$ cat config.mk
export PLATFORM = sky130hd
export DESIGN_NAME = lcd_st7789_rx
export DESIGN_NICKNAME = d
export VERILOG_FILES = /design/src/rtl/lcd_st7789_rx.sv
export SDC_FILE = /design/constraint.sdc
export NUM_CORES = 1
export LEC_CHECK = 0
export CAP_MARGIN = 10
export CORE_MARGIN = 3
export CORE_UTILIZATION = 55
export CTS_BUF_LIST = sky130_fd_sc_hd__clkbuf_16
export DETAILED_ROUTE_END_ITERATION = 6
export GPL_ROUTABILITY_DRIVEN = 0
export PLACE_DENSITY = 0.82
export RECOVER_POWER = 50
export SETUP_SLACK_MARGIN = 0.5
export SLEW_MARGIN = 25
export SYNTH_ARGS = -nofsm -noshare
export SYNTH_HDL_FRONTEND = slang
export SYNTH_SLANG_ARGS = --single-unit
$ cat constraint.sdc
create_clock -name clk -period 2.9 [get_ports clk]
set_clock_uncertainty 0.05 [all_clocks]
set_input_delay 0.725 -clock clk [delete_from_list [all_inputs] [get_ports clk]]
set_output_delay 0.725 -clock clk [all_outputs]
set_load 0.1 [all_outputs]
$ cat src/rtl/lcd_st7789_rx.sv
// ST7789 4-wire serial receiver: turns cs/sck/sd/rs pin activity into tagged bytes and
// decodes CASET/RASET/RAMWR into addressed RGB565 pixel writes for checking a panel driver.
module lcd_st7789_rx #(
    parameter int COLS        = 240,
    parameter int ROWS        = 280,
    parameter int COORD_WIDTH = 9
) (
    input  logic                   clk,
    input  logic                   rst,
    input  logic                   lcd_rst,
    input  logic                   lcd_cs,
    input  logic                   lcd_sck,
    input  logic                   lcd_sd,
    input  logic                   lcd_rs,
    output logic                   byte_valid,
    output logic [7:0]             byte_data,
    output logic                   byte_is_cmd,
    output logic                   pix_valid,
    output logic [COORD_WIDTH-1:0] pix_x,
    output logic [COORD_WIDTH-1:0] pix_y,
    output logic [15:0]            pix_data,
    output logic                   sleep_out,
    output logic                   disp_on,
    output logic                   cmd_err,
    output logic [2:0]             dbg_state
);
    localparam int CW = COORD_WIDTH;
    localparam logic [CW-1:0] XE_RST = CW'(COLS - 1);
    localparam logic [CW-1:0] YE_RST = CW'(ROWS - 1);

    typedef enum logic [2:0] {
        ST_IDLE  = 3'd0,
        ST_CASET = 3'd1,
        ST_RASET = 3'd2,
        ST_RAMWR = 3'd3,
        ST_SKIP  = 3'd4
    } state_t;

    state_t        state_q, state_d;
    logic          cs_s1_q, cs_s1_d, sck_s1_q, sck_s1_d, sd_s1_q, sd_s1_d;
    logic          rs_s1_q, rs_s1_d, lrst_s1_q, lrst_s1_d, sck_s2_q, sck_s2_d;
    logic [2:0]    bit_cnt_q, bit_cnt_d;
    logic [6:0]    shreg_q, shreg_d;
    logic [1:0]    par_cnt_q, par_cnt_d;
    logic [23:0]   par_q, par_d;
    logic [7:0]    hi_q, hi_d;
    logic          have_hi_q, have_hi_d;
    logic [CW-1:0] xs_q, xs_d, xe_q, xe_d, ys_q, ys_d, ye_q, ye_d;
    logic [CW-1:0] cx_q, cx_d, cy_q, cy_d;
    logic          byte_valid_q, byte_valid_d, byte_is_cmd_q, byte_is_cmd_d;
    logic [7:0]    byte_data_q, byte_data_d;
    logic          pix_valid_q, pix_valid_d;
    logic [CW-1:0] pix_x_q, pix_x_d, pix_y_q, pix_y_d;
    logic [15:0]   pix_data_q, pix_data_d;
    logic          sleep_q, sleep_d, disp_q, disp_d, cmd_err_q, cmd_err_d;

    logic          rise, byte_done, do_swreset;
    logic [7:0]    rx_byte;
    logic [15:0]   s_val, e_val;

    always_comb begin
        cs_s1_d   = lcd_cs;
        sck_s1_d  = lcd_sck;
        sd_s1_d   = lcd_sd;
        rs_s1_d   = lcd_rs;
        lrst_s1_d = lcd_rst;
        sck_s2_d  = sck_s1_q;

        rise      = sck_s1_q & ~sck_s2_q & ~cs_s1_q;
        byte_done = rise & lrst_s1_q & (bit_cnt_q == 3'd7);
        rx_byte   = {shreg_q, sd_s1_q};

        // A completing byte is taken first; a raised cs then still clears the counter.
        bit_cnt_d = bit_cnt_q;
        shreg_d   = shreg_q;
        if (rise) begin
            bit_cnt_d = bit_cnt_q + 3'd1;
            shreg_d   = {shreg_q[5:0], sd_s1_q};
        end
        if (cs_s1_q || !lrst_s1_q) begin
            bit_cnt_d = '0;
            shreg_d   = '0;
        end

        byte_valid_d  = byte_done;
        byte_data_d   = byte_data_q;
        byte_is_cmd_d = byte_is_cmd_q;
        if (byte_done) begin
            byte_data_d   = rx_byte;
            byte_is_cmd_d = rs_s1_q;
        end

        state_d     = state_q;
        par_cnt_d   = par_cnt_q;
        par_d       = par_q;
        hi_d        = hi_q;
        have_hi_d   = have_hi_q;
        xs_d        = xs_q;
        xe_d        = xe_q;
        ys_d        = ys_q;
        ye_d        = ye_q;
        cx_d        = cx_q;
        cy_d        = cy_q;
        pix_valid_d = 1'b0;
        pix_x_d     = pix_x_q;
        pix_y_d     = pix_y_q;
        pix_data_d  = pix_data_q;
        sleep_d     = sleep_q;
        disp_d      = disp_q;
        cmd_err_d   = cmd_err_q;

        s_val      = {par_q[23:16], par_q[15:8]};
        e_val      = {par_q[7:0], rx_byte};
        do_swreset = ~lrst_s1_q | (byte_done & rs_s1_q & (rx_byte == 8'h01));

        if (byte_done && rs_s1_q) begin
            par_cnt_d = '0;
            have_hi_d = 1'b0;
            state_d   = ST_IDLE;
            case (rx_byte)
                8'h2A: state_d = ST_CASET;
                8'h2B: state_d = ST_RASET;
                8'h2C: begin
                    state_d = ST_RAMWR;
                    cx_d    = xs_q;
                    cy_d    = ys_q;
                end
                8'h10: sleep_d = 1'b0;
                8'h11: sleep_d = 1'b1;
                8'h28: disp_d = 1'b0;
                8'h29: disp_d = 1'b1;
                8'h00, 8'h01: ;
                default: state_d = ST_SKIP;
            endcase
        end else if (byte_done) begin
            case (state_q)
                ST_CASET, ST_RASET: begin
                    // par_q holds p0,p1,p2 once three params are in; p3 is the live byte.
                    par_d     = {par_q[15:0], rx_byte};
                    par_cnt_d = par_cnt_q + 2'd1;
                    if (par_cnt_q == 2'd3) begin
                        state_d = ST_SKIP;
                        if (s_val <= e_val) begin
                            if (state_q == ST_CASET) begin
                                xs_d = s_val[CW-1:0];
                                xe_d = e_val[CW-1:0];
                            end else begin
                                ys_d = s_val[CW-1:0];
                                ye_d = e_val[CW-1:0];
                            end
                        end else begin
                            cmd_err_d = 1'b1;
                        end
                    end
                end
                ST_RAMWR: begin
                    if (!have_hi_q) begin
                        hi_d      = rx_byte;
                        have_hi_d = 1'b1;
                    end else begin
                        have_hi_d   = 1'b0;
                        pix_valid_d = 1'b1;
                        pix_x_d     = cx_q;
                        pix_y_d     = cy_q;
                        pix_data_d  = {hi_q, rx_byte};
                        if (cx_q == xe_q) begin
                            cx_d = xs_q;
                            cy_d = (cy_q == ye_q) ? ys_q : cy_q + CW'(1);
                        end else begin
                            cx_d = cx_q + CW'(1);
                        end
                    end
                end
                default: ;
            endcase
        end

        if (do_swreset) begin
            state_d   = ST_IDLE;
            par_cnt_d = '0;
            have_hi_d = 1'b0;
            xs_d      = '0;
            xe_d      = XE_RST;
            ys_d      = '0;
            ye_d      = YE_RST;
            sleep_d   = 1'b0;
            disp_d    = 1'b0;
        end
    end

    always_ff @(posedge clk) begin
        if (!rst) begin
            state_q       <= ST_IDLE;
            cs_s1_q       <= 1'b1;
            sck_s1_q      <= 1'b0;
            sd_s1_q       <= 1'b0;
            rs_s1_q       <= 1'b0;
            lrst_s1_q     <= 1'b1;
            sck_s2_q      <= 1'b0;
            bit_cnt_q     <= '0;
            shreg_q       <= '0;
            par_cnt_q     <= '0;
            par_q         <= '0;
            hi_q          <= '0;
            have_hi_q     <= 1'b0;
            xs_q          <= '0;
            xe_q          <= XE_RST;
            ys_q          <= '0;
            ye_q          <= YE_RST;
            cx_q          <= '0;
            cy_q          <= '0;
            byte_valid_q  <= 1'b0;
            byte_data_q   <= '0;
            byte_is_cmd_q <= 1'b0;
            pix_valid_q   <= 1'b0;
            pix_x_q       <= '0;
            pix_y_q       <= '0;
            pix_data_q    <= '0;
            sleep_q       <= 1'b0;
            disp_q        <= 1'b0;
            cmd_err_q     <= 1'b0;
        end else begin
            state_q       <= state_d;
            cs_s1_q       <= cs_s1_d;
            sck_s1_q      <= sck_s1_d;
            sd_s1_q       <= sd_s1_d;
            rs_s1_q       <= rs_s1_d;
            lrst_s1_q     <= lrst_s1_d;
            sck_s2_q      <= sck_s2_d;
            bit_cnt_q     <= bit_cnt_d;
            shreg_q       <= shreg_d;
            par_cnt_q     <= par_cnt_d;
            par_q         <= par_d;
            hi_q          <= hi_d;
            have_hi_q     <= have_hi_d;
            xs_q          <= xs_d;
            xe_q          <= xe_d;
            ys_q          <= ys_d;
            ye_q          <= ye_d;
            cx_q          <= cx_d;
            cy_q          <= cy_d;
            byte_valid_q  <= byte_valid_d;
            byte_data_q   <= byte_data_d;
            byte_is_cmd_q <= byte_is_cmd_d;
            pix_valid_q   <= pix_valid_d;
            pix_x_q       <= pix_x_d;
            pix_y_q       <= pix_y_d;
            pix_data_q    <= pix_data_d;
            sleep_q       <= sleep_d;
            disp_q        <= disp_d;
            cmd_err_q     <= cmd_err_d;
        end
    end

    assign byte_valid  = byte_valid_q;
    assign byte_data   = byte_data_q;
    assign byte_is_cmd = byte_is_cmd_q;
    assign pix_valid   = pix_valid_q;
    assign pix_x       = pix_x_q;
    assign pix_y       = pix_y_q;
    assign pix_data    = pix_data_q;
    assign sleep_out   = sleep_q;
    assign disp_on     = disp_q;
    assign cmd_err     = cmd_err_q;
    assign dbg_state   = state_q;
endmodule
==> results of run 1 <==
-- layer usage --
| metal | track usage (%) | part of all wire [%] | vias to the layer above |
|---|---|---|---|
| met5 | 0 | 0 | - |
| met4 | 11.5 | 4.0 | 0 |
| li1 | - | - | 3078 |
| met2 | 41.0 | 46 | 272 |
| met1 | 32.5 | 42 | 3009 |
| met3 | 6.74 | 7.3 | 63 |
-- registers in the layout, indices dropped and copies added, names as in the netlist, 8 cells and up --
name	count
xe_q	9
byte_data	8
ys_q	9
cy_q	9
cx_q	9
pix_data	16
pix_x	9
hi_q	8
pix_y	9
par_q	24
ye_q	9
xs_q	9
-- layout by cell type, fill, tap and decap left out, types with 8 or more instances in the layout --
cell type / synthesis / routed
dfxtp_1: 156 / 143
clkbuf_16: 0 / 19
a21boi_1: 38 / 31
buf_4: 1 / 30
nor3_1: 13 / 13
nand4_1: 17 / 17
ha_1: 21 / 11
mux2i_1: 12 / 12
clkbuf_1: 35 / 54
nand3_1: 25 / 24
a21oi_1: 83 / 80
nor2b_1: 13 / 13
o21ai_0: 44 / 43
and2_1: 10 / 8
ha_4: 0 / 10
dfxtp_2: 0 / 12
inv_1: 19 / 24
nand2_1: 193 / 192
a21boi_0: 17 / 23
nor2_1: 34 / 34
and3_1: 8 / 8
xor2_1: 18 / 18
-- cell families (layout without fill, tap and decap cells) --
group / Yosys count / in the layout
buffers and inverters: 78 / 150
multiplexers: 19 / 19
AO/OA/AOI/OAI: 216 / 217
XOR/XNOR: 21 / 21
adder cells (fa/ha/maj): 21 / 21
AND/OR/NAND/NOR: 349 / 349
flip-flops: 156 / 156
-- layout make-up --
type                       count  area [um2]
tap                          168         210
clock buffer                  17         425
multi-input combinational    627        3870
timing repair buffer         102         656
clock inverter                12        73.8
sequential                   156        3140
fill                         999        3860
inverter                      19        71.3
-- timing repair --
action | 4_1_cts | 5_1_grt
resized for setup | 5 | 44
gates cloned | 1 | 3
buffers inserted | 3 | 9
pin swaps | 3 | 12
setup endpoints to repair | 41 | 69
-- per-stage QoR --
stage | hold WS (ns) | worst slack, ns | util [%]
final | 0.395 | 0.400 | 68.6
after global routing | 0.415 | 0.290 | 68.6
after floorplan | 0.382 | 0.509 | -
after CTS | 0.400 | 0.504 | 67.4
after detailed placement | 0.392 | 0.153 | 62.9
after global placement | 0.390 | 0.215 | 62.9
-- final timing paths --
path | from | end
worst max-delay path | dbg_state[1] | dbg_state[1]
worst min-delay path | pix_data[12] | pix_data[12]
worst max register to register | shreg_q[0] | xe_q[5]
worst min register to register | pix_data[12] | pix_data[12]
-- cells in the mapped netlist, drive strengths merged, types with 11 or more instances --
cell    instances  area (um2)
nor2b          13        81.3
clkbuf         36         136
dfxtp         156        3120
nor2           35         139
mux2i          12         120
nand4          19         131
o21ai          49         249
nand3          25         125
nor3           14        75.1
and2           11        68.8
nand2         194         731
inv            19        71.3
a21boi         55         413
xor2           18         158
buf            23         120
a21oi          83         415
ha             21         263
-- report_power, final --
part	leakage (uW)	internal, uW	switching (uW)
Clock	0.000276	1130	788
Sequential	0.00126	2150	3.10
Combinational	0.00151	53.0	76.4
Total	0.00305	3330	867
-- tightest hold or removal path, cell delays in order, from the launching register on --
cell and delay (ns):
dfxtp_1 0.30, nand2_1 0.05, a21boi_1 0.05
==> metrics, run 1 <==
status completed; HPWL Detailed 11,900 um; Final Hold Fails 0; Max Fclk 400 MHz; placed cell count 1,056; PwrDens 496 nW/um2; mux contribution to synthesized area 2.80%; sequential fraction of the synthesis area 44.0%; largest net degree at the start of global routing 66; top cell family by delay on the critical path buffers and inverters; Global Route Usage Sum 25.6%; Slew @ Worst Pin 1.22 ns; # rows 40; Final Power 4200 uW; largest family of logic cells by synthesized area simple AND/OR/NAND/NOR gates; Syn. warnings 0; CTS Buffer Depth 2; slowest cell on the critical path clkbuf_1; 1st-iter DRT viols 518; CP max stage delay 0.89 ns; Core ar. 12,300 um2; grt ovf 0; Port Buffers 57; n_diodes 0; Buf/Inv on CP 1; Worst-path clk slew 0.06 ns; WL/cell 16.8 um; crit path cell chain clkbuf_1; Avg Synthesized Cell Area 8.26 um2; first-pass GRT wire length 29,200 um; Initial Utilization 57.7%; Worst Path Max Fanout 5; critical setup path kind register to output port; compound-cell area share of the yosys netlist 18.9%; synthesized area 7100 um2; Min Clock Period, post-route 2.50 ns; hold-fix buffers at CTS 0; Synth-to-Final Area Change 19.0%; Slew Viols, Final 0; adder-cell area share of the yosys netlist 3.70%; Post-synth EDFFs 0; vias per inst 5.83; Hold Path Class register to register; remaining routing DRC violations 0; die area 14,300 um2; Cells after Synth 860; RSZ-0062 raised after global routing yes; final setup vio count 0; CTS Sinks 156; latest clock arrival within the worst-skew pair 0.43 ns; Synth Area in Simple Gates 23.4%; final wirelength 18,500 um; Num CTS Buffers 17; ys async rst share 0%; die width 120 um; CTS tree done; max cap viols 0; P_leak 0.00305 uW; ratio of cells with drive above 1 in the final layout 13.4%; CP Capture Type output port; First-pass DRT Iterations 7; H-tree levels 4; fin nets 951; Max transition margin 18.5%; WP data required 2.12 ns; flop2flop setup slack 0.46 ns; io pins 58; CP startpoint kind register; Non-Filler Instances 1,101; Post-DRT Antenna Nets 0; unique cell type count in the Yosys netlist 57; Design Area, Final 8450 um2; final setup TNS 0 ns; crit path DAT 1.73 ns; DP Area 7740 um2; ys flop type dfxtp_1; syn nets 888; Die Y 120 um; antenna violations before repair 0; WHS Path Cells 2; #FFs+latches synth 156; CTS Root Cell clkbuf_16; vias in the first global route 5,951; Final Cycle Share 86.2%; Worst Reg-to-Reg Cells 8; xor/xnor share of the synthesized area 2.59%; Vias 6,422; VDD IR max 431 uV; critical path depth 1
Power figures use the tool's default switching activity.
==> run 2, diff against run 1 <==
Settings changed: CTS_BUF_LIST sky130_fd_sc_hd__clkbuf_16 to sky130_fd_sc_hd__clkbuf_8.
==> metrics, run 2 (synthesis gave the netlist of run 1 again) <==
Biggest register par_q; RSZ-0062 raised after global routing yes; HPWL Detailed 11,900 um; Core ar. 12,300 um2; largest net degree at the start of global routing 66; Post-DRT Antenna Nets 0; Initial Utilization 57.7%; Max Fclk 393 MHz; most frequent cells in the layout nand2_1, dfxtp_1, a21oi_1, clkbuf_1, o21ai_0; antenna violations before repair 0; die area 14,300 um2; P_leak 0.00292 uW; Worst-path clk slew 0.07 ns; CTS tree done; Port Buffers 57; RR Endpoint xe_q[3]; Final Hold Fails 0; die width 120 um; Placement Setup Slack 0.153 ns; Slew Viols, Final 0; Min-Delay Startpoint pix_data[12]; WHS Path Cells 2; PwrDens 450 nW/um2; ratio of cells with drive above 1 in the final layout 11.4%; Global Route Usage Sum 24.7%; global-route met3 utilization 6.69%; Max transition margin 21.1%; Hold Path Class register to register; first-pass GRT wire length 28,200 um; max reg flops 24; GR peak layer met2; final wirelength 17,700 um; H-tree levels 4; WL/cell 16.1 um; remaining routing DRC violations 0; fillers 1,072; First-pass DRT Iterations 6; Final Cycle Share 87.7%; final setup vio count 0; fin nets 947; Min Clock Period, post-route 2.54 ns; Synth-to-Final Area Change 13.9%; crit path DAT 2.85 ns; CP Capture Type register; final setup TNS 0 ns; Num CTS Buffers 17; GR Util met2 39.1%; CTS Buffer Depth 2; latest clock arrival within the worst-skew pair 0.46 ns; vias in the first global route 5,763; most common cell after layout, fill and taps aside nand2_1; 1st-iter DRT viols 538; FF-to-FF Start sck_s1_q; grt ovf 0; Worst Path Max Fanout 12; Vias 6,274; CTS Sinks 156; setup slack after layout 0.357 ns; max cap viols 0; vias per inst 5.72; Worst Reg-to-Reg Cells 5; Slew @ Worst Pin 1.19 ns; io pins 58; GR Util met1 32.1%; WP data required 3.20 ns; critical setup path kind register to register; CP startpoint kind register; worst hold endpoint pix_data[12]; status completed; # rows 40; n_diodes 0; CTS Root Cell clkbuf_8; flop2flop setup slack 0.36 ns; VDD IR max 327 uV; Die Y 120 um
[run 2: cell count changes in the layout (fill, tap and decap cells not counted), sizes merged]
cell | before | now
buf | 37 | 38
clkbuf | 77 | 73
clkinv | 3 | 2
[run 2: final cells by class]
class / count / area, um2 / share of cell area (%)
multi-input combinational: 627 / 3770 / 46.6
sequential: 156 / 3140 / 38.8
timing repair buffer: 98 / 586 / 7.24
clock inverter: 11 / 70.1 / 0.866
clock buffer: 18 / 248 / 3.06
inverter: 19 / 71.3 / 0.882
tap: 168 / 210 / 2.60
[run 2: layer usage]
layer | vias up | share of wire (%)
li1 | 3056 | -
met1 | 2936 | 44
met3 | 40 | 8.0
met5 | - | 0
met2 | 242 | 46
met4 | 0 | 2.3
[run 2: where the power goes]
| part | total, uW | leakage, uW | internal (uW) | switching [uW] |
|---|---|---|---|---|
| registers | 2150 | 0.00126 | 2140 | 3.03 |
| clock network | 1380 | 0.000194 | 656 | 722 |
| logic | 116 | 0.00146 | 44.4 | 71.7 |
| total | 3640 | 0.00292 | 2840 | 796 |
[run 2: worst max-delay path, cell delays in order, from the launching register on]
cell	delay (ns)
dfxtp_1	0.34
or3b_4	0.48
nor3_1	0.63
nand3_2	0.31
or4_1	0.50
o31a_1	0.12
[run 2: repair_timing]
| item | CTS | global route |
|---|---|---|
| pin swaps | 2 | 13 |
| setup endpoints to repair | 41 | 69 |
| gates cloned | 0 | 3 |
| hold buffers | 0 | 0 |
| buffers inserted | 2 | 7 |
| gates resized for setup | 5 | 30 |
[run 2: through the flow]
step / total power [uW] / cells / util (%) / hold WS (ns) / area [um2]
CTS: 3660 / 1087 / 65.7 / 0.402 / 8090
global placement: 2300 / 1056 / 62.9 / 0.390 / 7740
floorplan: 2270 / 860 / - / 0.382 / 7110
finish: 3640 / 1097 / 65.7 / 0.398 / 8090
detailed placement: 2300 / 1056 / 62.9 / 0.392 / 7740
global route: 3760 / 1097 / 65.7 / 0.419 / 8090
[run 2: how the worst max path moves through the flow]
stage | from | slack [ns] | endpoint | cells past startpoint
after floorplan | shreg_q[0] | 0.51 | xe_q[3] | 10
final | sck_s1_q | 0.36 | xe_q[3] | 5
after global placement | par_q[5] | 0.21 | xe_q[5] | 8
after CTS | par_q[5] | 0.49 | xe_q[5] | 8
after global routing | bit_cnt_q[0] | 0.22 | xe_q[5] | 7
after detailed placement | par_q[5] | 0.15 | xe_q[3] | 8
